**src/rtl/vga_timing_recovery.sv**
```systemverilog
// vga_timing_recovery
//   Receive-side timing recovery for a VGA-style raster. Samples a raw
//   hsync/vsync pair, rebuilds the pixel coordinates, qualifies them with a
//   lock FSM and counts lock losses for field diagnostics.
//
// Ports:
//   clk          pixel clock
//   rst_n        asynchronous active-low reset
//   hsync        horizontal sync in, active-high
//   vsync        vertical sync in, active-high, edges aligned to hcount 0
//   x, y         recovered hcount / vcount of the most recent sample
//   de           data enable: locked & x < HACTIVE & y < VACTIVE
//   frame_start  one-cycle pulse at locked & x == 0 & y == 0
//   locked       lock FSM is in LOCKED
//   lost_lock    one-cycle pulse on a LOCKED -> LINE_SYNC drop
//   err_cnt      saturating count of lock losses
module vga_timing_recovery #(
  parameter int unsigned HTOTAL      = 1344,
  parameter int unsigned HSYNC_START = 1048,
  parameter int unsigned HSYNC_END   = 1184,
  parameter int unsigned VTOTAL      = 806,
  parameter int unsigned VSYNC_START = 771,
  parameter int unsigned VSYNC_END   = 777,
  parameter int unsigned HACTIVE     = 1024,
  parameter int unsigned VACTIVE     = 768,
  parameter int unsigned LOCK_FRAMES = 2
) (
  input  logic        clk,
  input  logic        rst_n,
  input  logic        hsync,
  input  logic        vsync,
  output logic [10:0] x,
  output logic [10:0] y,
  output logic        de,
  output logic        frame_start,
  output logic        locked,
  output logic        lost_lock,
  output logic [7:0]  err_cnt
);

  localparam int unsigned CW = 11;
  localparam int unsigned EW = 8;
  localparam int unsigned GW = (LOCK_FRAMES < 2) ? 1 : $clog2(LOCK_FRAMES + 1);

  typedef enum logic [1:0] {
    SEARCH     = 2'd0,
    LINE_SYNC  = 2'd1,
    FRAME_SYNC = 2'd2,
    LOCKED     = 2'd3
  } state_e;

  logic          hs_q, hs_qq, vs_q, vs_qq;
  logic [CW-1:0] h_cnt_q, h_cnt_d;
  logic [CW-1:0] v_cnt_q, v_cnt_d;
  state_e        state_q, state_d;
  logic [GW-1:0] good_q, good_d;
  logic [GW-1:0] good_inc;
  logic [EW-1:0] err_cnt_q, err_cnt_d;
  logic          de_q, de_d;
  logic          frame_start_q, frame_start_d;
  logic          locked_q, locked_d;
  logic          lost_lock_q, lost_lock_d;

  logic hrise, hfall, vrise, vfall;
  logic h_pos_err, h_wid_err, v_pos_err, v_wid_err;
  logic any_err;
  logic h_wrap;

  // Two-stage sync pipeline: *_q is the sample h_cnt/v_cnt describe.
  always_ff @(posedge clk or negedge rst_n) begin
    if (!rst_n) begin
      hs_q  <= 1'b0;
      hs_qq <= 1'b0;
      vs_q  <= 1'b0;
      vs_qq <= 1'b0;
    end else begin
      hs_q  <= hsync;
      hs_qq <= hs_q;
      vs_q  <= vsync;
      vs_qq <= vs_q;
    end
  end

  // Edge detection and timing checks against the expected raster.
  always_comb begin
    hrise     = hs_q & ~hs_qq;
    hfall     = ~hs_q & hs_qq;
    vrise     = vs_q & ~vs_qq;
    vfall     = ~vs_q & vs_qq;
    h_pos_err = hrise & (h_cnt_q != CW'(HSYNC_START));
    h_wid_err = hfall & (h_cnt_q != CW'(HSYNC_END));
    v_pos_err = vrise & ((v_cnt_q != CW'(VSYNC_START)) | (h_cnt_q != '0));
    v_wid_err = vfall & ((v_cnt_q != CW'(VSYNC_END)) | (h_cnt_q != '0));
    any_err   = h_pos_err | h_wid_err | v_pos_err | v_wid_err;
  end

  // Free-running counters, realigned on sync rises. An hrise preempts the
  // wrap, so the line count only advances on a genuine free-run wrap.
  always_comb begin
    h_wrap = ~hrise & (h_cnt_q == CW'(HTOTAL - 1));

    if (hrise) begin
      h_cnt_d = CW'(HSYNC_START + 1);
    end else if (h_wrap) begin
      h_cnt_d = '0;
    end else begin
      h_cnt_d = h_cnt_q + CW'(1);
    end

    if (vrise) begin
      v_cnt_d = CW'(VSYNC_START);
    end else if (h_wrap) begin
      v_cnt_d = (v_cnt_q == CW'(VTOTAL - 1)) ? '0 : v_cnt_q + CW'(1);
    end else begin
      v_cnt_d = v_cnt_q;
    end
  end

  // Lock FSM: next state, clean-frame counter and loss counter.
  always_comb begin
    state_d     = state_q;
    good_d      = good_q;
    err_cnt_d   = err_cnt_q;
    lost_lock_d = 1'b0;
    good_inc    = good_q + GW'(1);

    case (state_q)
      SEARCH: begin
        if (hrise) begin
          state_d = LINE_SYNC;
        end
      end
      LINE_SYNC: begin
        if (vrise) begin
          state_d = FRAME_SYNC;
          good_d  = '0;
        end
      end
      FRAME_SYNC: begin
        // Any error bounces straight back, so reaching a vrise here means
        // the whole preceding frame was clean.
        if (any_err) begin
          state_d = LINE_SYNC;
        end else if (vrise) begin
          good_d = good_inc;
          if (32'(good_inc) >= LOCK_FRAMES) begin
            state_d = LOCKED;
          end
        end
      end
      LOCKED: begin
        if (any_err) begin
          state_d     = LINE_SYNC;
          lost_lock_d = 1'b1;
          if (err_cnt_q != '1) begin
            err_cnt_d = err_cnt_q + EW'(1);
          end
        end
      end
      default: begin
        state_d = SEARCH;
      end
    endcase
  end

  // Registered qualifiers, computed from next-state values so they line up
  // with the x/y registered on the same edge.
  always_comb begin
    locked_d      = (state_d == LOCKED);
    de_d          = locked_d & (h_cnt_d < CW'(HACTIVE)) & (v_cnt_d < CW'(VACTIVE));
    frame_start_d = locked_d & (h_cnt_d == '0) & (v_cnt_d == '0);
  end

  always_ff @(posedge clk or negedge rst_n) begin
    if (!rst_n) begin
      h_cnt_q       <= '0;
      v_cnt_q       <= '0;
      state_q       <= SEARCH;
      good_q        <= '0;
      err_cnt_q     <= '0;
      de_q          <= 1'b0;
      frame_start_q <= 1'b0;
      locked_q      <= 1'b0;
      lost_lock_q   <= 1'b0;
    end else begin
      h_cnt_q       <= h_cnt_d;
      v_cnt_q       <= v_cnt_d;
      state_q       <= state_d;
      good_q        <= good_d;
      err_cnt_q     <= err_cnt_d;
      de_q          <= de_d;
      frame_start_q <= frame_start_d;
      locked_q      <= locked_d;
      lost_lock_q   <= lost_lock_d;
    end
  end

  assign x           = h_cnt_q;
  assign y           = v_cnt_q;
  assign de          = de_q;
  assign frame_start = frame_start_q;
  assign locked      = locked_q;
  assign lost_lock   = lost_lock_q;
  assign err_cnt     = err_cnt_q;

endmodule

```
**config.mk**
```make
export PLATFORM = sky130hd
export DESIGN_NAME = vga_timing_recovery
export DESIGN_NICKNAME = d
export VERILOG_FILES = /design/src/rtl/vga_timing_recovery.sv
export SDC_FILE = /design/constraint.sdc
export NUM_CORES = 1
export LEC_CHECK = 0
export CAP_MARGIN = 10
export CORE_ASPECT_RATIO = 1.25
export CORE_MARGIN = 2
export CORE_UTILIZATION = 50
export DETAILED_ROUTE_END_ITERATION = 8
export GPL_TIMING_DRIVEN = 0
export PLACE_DENSITY_LB_ADDON = 0.15
export SYNTH_ARGS = -nofsm -noshare
export SYNTH_HDL_FRONTEND = slang
export SYNTH_SLANG_ARGS = --single-unit
export TNS_END_PERCENT = 1
```
**constraint.sdc**
```tcl
create_clock -name clk -period 5.4 [get_ports clk]
set_input_delay 1.08 -clock clk [delete_from_list [all_inputs] [get_ports clk]]
set_output_delay 1.08 -clock clk [all_outputs]
set_load 0.02 [all_outputs]
```
==> summary.log <==
INFO  run_status     outcome=complete, no violations
INFO  logic_synthesis post_synth_main_area_contributors=dfrtp_1, xor2_1, nor2_1
INFO  critical_path  r2r_end=good_q[1]
INFO  floorplan      initial_core_util=0.529
INFO  sta            slew_viol_final=0
INFO  logic_synthesis synthesis.instances=243
INFO  sta            tightestPinTransition=534ps
INFO  route          drt_wl_total=5010um
INFO  sta            tns=0ps
INFO  placement      gpl.final_weighted_congestion=0.811
INFO  floorplan      row_count=27
INFO  sta            rsz0062_at_grt=no
INFO  logic_synthesis synth_largest_area_cell=dfrtp_1
INFO  critical_path  critical_path_peak_fanout=6
INFO  global_route   grt_first_pass_wirelength=8590um
INFO  placement      port_buffers=37
INFO  logic_synthesis synth-seq-area-share=0.445
INFO  clock_tree     number_of_sinks_driven_by_the_clock_tree=42
INFO  finish         antennaDiodeCount=0
INFO  critical_path  worstRegToRegCells=9
INFO  floorplan      area_enclosed_by_the_die_boundary=5290um^2
INFO  route          route.vias.total=1994
INFO  critical_path  regToRegSetupSlack=2590ps
INFO  global_route   grt_overflow=0
INFO  clock_tree     post_cts.repair.setup_buffers=0
INFO  worst_hold_path hold_path_depth=0
INFO  sta            hold_slack=425ps
INFO  sta            min_period=2810ps
INFO  floorplan      die_x=65.5um
INFO  critical_path  crit_slowest_cell=dfrtp_1
INFO  sta            max_slew_margin=0.641
INFO  route          drtPass1Iterations=4
INFO  critical_path  cp-end-kind=register
INFO  critical_path  worst_r2r_startpoint=x[0]
INFO  sta            setup_viol_count_final=0
INFO  logic_synthesis postSynth.topFlopCell=dfrtp_1
INFO  route          route.antenna.remaining_nets=0
INFO  worst_hold_path min_path_type=register to register
INFO  placement      detailedPlacementHpwl=3800um
INFO  floorplan      design.portCount=38
INFO  critical_path  slowest_delay=440ps
INFO  logic_synthesis synth-seq-cells=42
INFO  clock_tree     max-clock-path-buffers=2
INFO  critical_path  cp_cell_sequence=inv_1 > ha_1 > or3b_1 > nor4_2 > a41oi_1 > a211oi_2 > nand2_1 > o211a_1 > a221o_1
INFO  worst_hold_path whs_endpoint=hs_qq
INFO  critical_path  critPathKind=register to register
INFO  sta            timing_hold_violations_final=0
INFO  route          drt-wirelength-per-cell=14.4um
INFO  sta            postLayoutSetupSlackWorst=2590ps
INFO  clock_tree     ctsResizeCount=0
INFO  placement      placed_area=2830um^2
INFO  logic_synthesis mappedNetlistNets=252
INFO  power          cellPowerDensity=324nW/um^2
INFO  flow_run       cap_viol_max_count=0
INFO  finish         number_of_nets_at_the_end_of_the_flow=297
INFO  clock_tree     insertion_delay_to_the_later_sink_of_the_worst_skew_pair=300ps
INFO  logic_synthesis ys_types=61
INFO  finish         area_delta_synth_final=23.7%
INFO  logic_synthesis synthesized_area_per_cell=9.72um^2
INFO  power          power_leakage=1.23nW
INFO  clock_tree     cts_hold_buffers=0
INFO  global_route   grt_antenna_before_repair=0
INFO  placement      place_ws=2610ps
INFO  global_route   grt_pass1_vias=1887
INFO  finish         drive_gt1_frac=0.118
INFO  critical_path  required_worst_endpoint=5590ps
INFO  logic_synthesis synth.top_cell.area_share=0.445
INFO  logic_synthesis syn_area=2360um^2
INFO  floorplan      core_region_area=4460um^2
INFO  sta            achievable-frequency=356MHz
INFO  logic_synthesis synth_warnings=0
INFO  clock_tree     cts_inserted_buffers=5
INFO  logic_synthesis share_of_flip_flops_with_an_asynchronous_set_or_reset_after_synthesis=1.00
INFO  route          first_iter_violations=80
INFO  critical_path  arrival=2990ps
INFO  critical_path  startpoint_type=register
INFO  finish         post-route-cell-area=2920um^2
INFO  power          max-vdd-ir-drop=214uV
INFO  clock_tree     cts_tree=yes
INFO  clock_tree     cts_htree_levels=2
INFO  global_route   gr-usage-all-layers=0.211
INFO  sta            fin_skew=3.68ps
INFO  global_route   grt_max_degree=24
INFO  clock_tree     path_clk_slew=80ps
INFO  logic_synthesis synth_edf_count=0
INFO  route          avgViaCountPerCell=5.75
INFO  clock_tree     root_buffer=clkbuf_8
INFO  floorplan      die_h=80.8um
INFO  route          drt_drc_violations_left=0
INFO  sta            min_period_over_period=0.520
INFO  worst_hold_path hold_start=hs_q
## state kept, by name, summed over array words and instances (netlist names)
signal and cells:
x 11, good_q 2, lost_lock 1, err_cnt 8, hs_q 1, locked 1
frame_start 1, state_q 2, vs_qq 1, hs_qq 1, vs_q 1, y 11
de 1
## Yosys cell counts, drive strengths merged (7+ instances only)
master / n
and3: 8
o21ai: 12
buf: 8
xor2: 12
a21oi: 10
xnor2: 8
nand4: 8
inv: 7
dfrtp: 42
nand2: 14
nand3: 14
nor2: 23
## area by class of cell
type | instances | area (um^2)
plain buffers | 12 | 77.6
clock buffers | 6 | 82.6
clock inverters | 2 | 12.5
fillers | 395 | 1540
inverters | 7 | 26.3
multi-input cells | 182 | 1210
flip-flops and latches | 42 | 1050
well taps | 58 | 72.6
repair buffers | 38 | 393
## how the worst max path moves through the flow
stage	startpoint	endpoint	slack, ps	cells after the start
after floorplan	x[0]	frame_start	2790	10
after global placement	rst_n	x[1]	2160	1
after detailed placement	x[0]	good_q[1]	2610	9
after CTS	x[0]	good_q[1]	2590	9
after global routing	x[0]	good_q[1]	2460	9
final	x[0]	good_q[1]	2590	9
## critical path: cells and delay by family, from the launching register on
family,cells,cell delay [ps]
AOI/OAI and AO/OA,4,1100
adders and majority gates,1,150
buffers and inverters,1,80
DFF,1,440
and+or+nand+nor,3,940
## kinds of logic (layout without fill, tap and decap cells)
group                      Yosys count  in the layout  share of synthesized area
xor gates and xnor gates            20             20                     0.0742
DFF                                 42             42                      0.445
adders and majority gates            5              5                     0.0265
AOI/OAI and AO/OA                   46             46                      0.129
and+or+nand+nor                    110            110                      0.277
muxes                                1              1                    0.00477
buffers and inverters               19             65                     0.0440
## metrics by stage
step,std cells,utilization,power [mW]
final,347,0.655,0.948
after global routing,347,0.655,1.01
after CTS,347,0.655,0.957
after detailed placement,339,0.634,0.742
after global placement,338,0.629,0.734
after floorplan,243,-,0.615
## power by group
part           switching [mW]  internal, mW  total [mW]
Sequential             0.0619         0.363       0.424
Clock                   0.111         0.103       0.214
Combinational           0.163         0.147       0.310
## cell usage in the layout (no fill, tap or decap), types with 2 or more instances in the layout
cell type / count
and3_1: 8
and4_1: 2
nand3b_1: 2
nand4_1: 8
buf_6: 2
ha_1: 5
dfrtp_1: 42
xor2_1: 12
a21oi_1: 10
or3_1: 3
or2_2: 4
nand3_1: 14
clkdlybuf4s50_1: 36
clkbuf_8: 6
nand4b_1: 2
nor2b_1: 3
o21ai_0: 10
a31oi_1: 5
clkbuf_1: 4
a21boi_1: 2
o31ai_1: 2
buf_4: 4
nor3_1: 4
nand2_1: 14
inv_1: 7
nor3b_1: 2
nor2_1: 23
nand2b_1: 3
nor4_1: 2
xnor2_1: 8
buf_2: 3
or3b_1: 2
o21a_1: 2
## per-layer routing
metal / share of wire / GRT usage
met3: 0.034 / 0.0388
met4: 0.029 / 0.106
met2: 0.49 / 0.356
met1: 0.45 / 0.259
met5: 0 / 0
(Power assumes the default switching activity.)
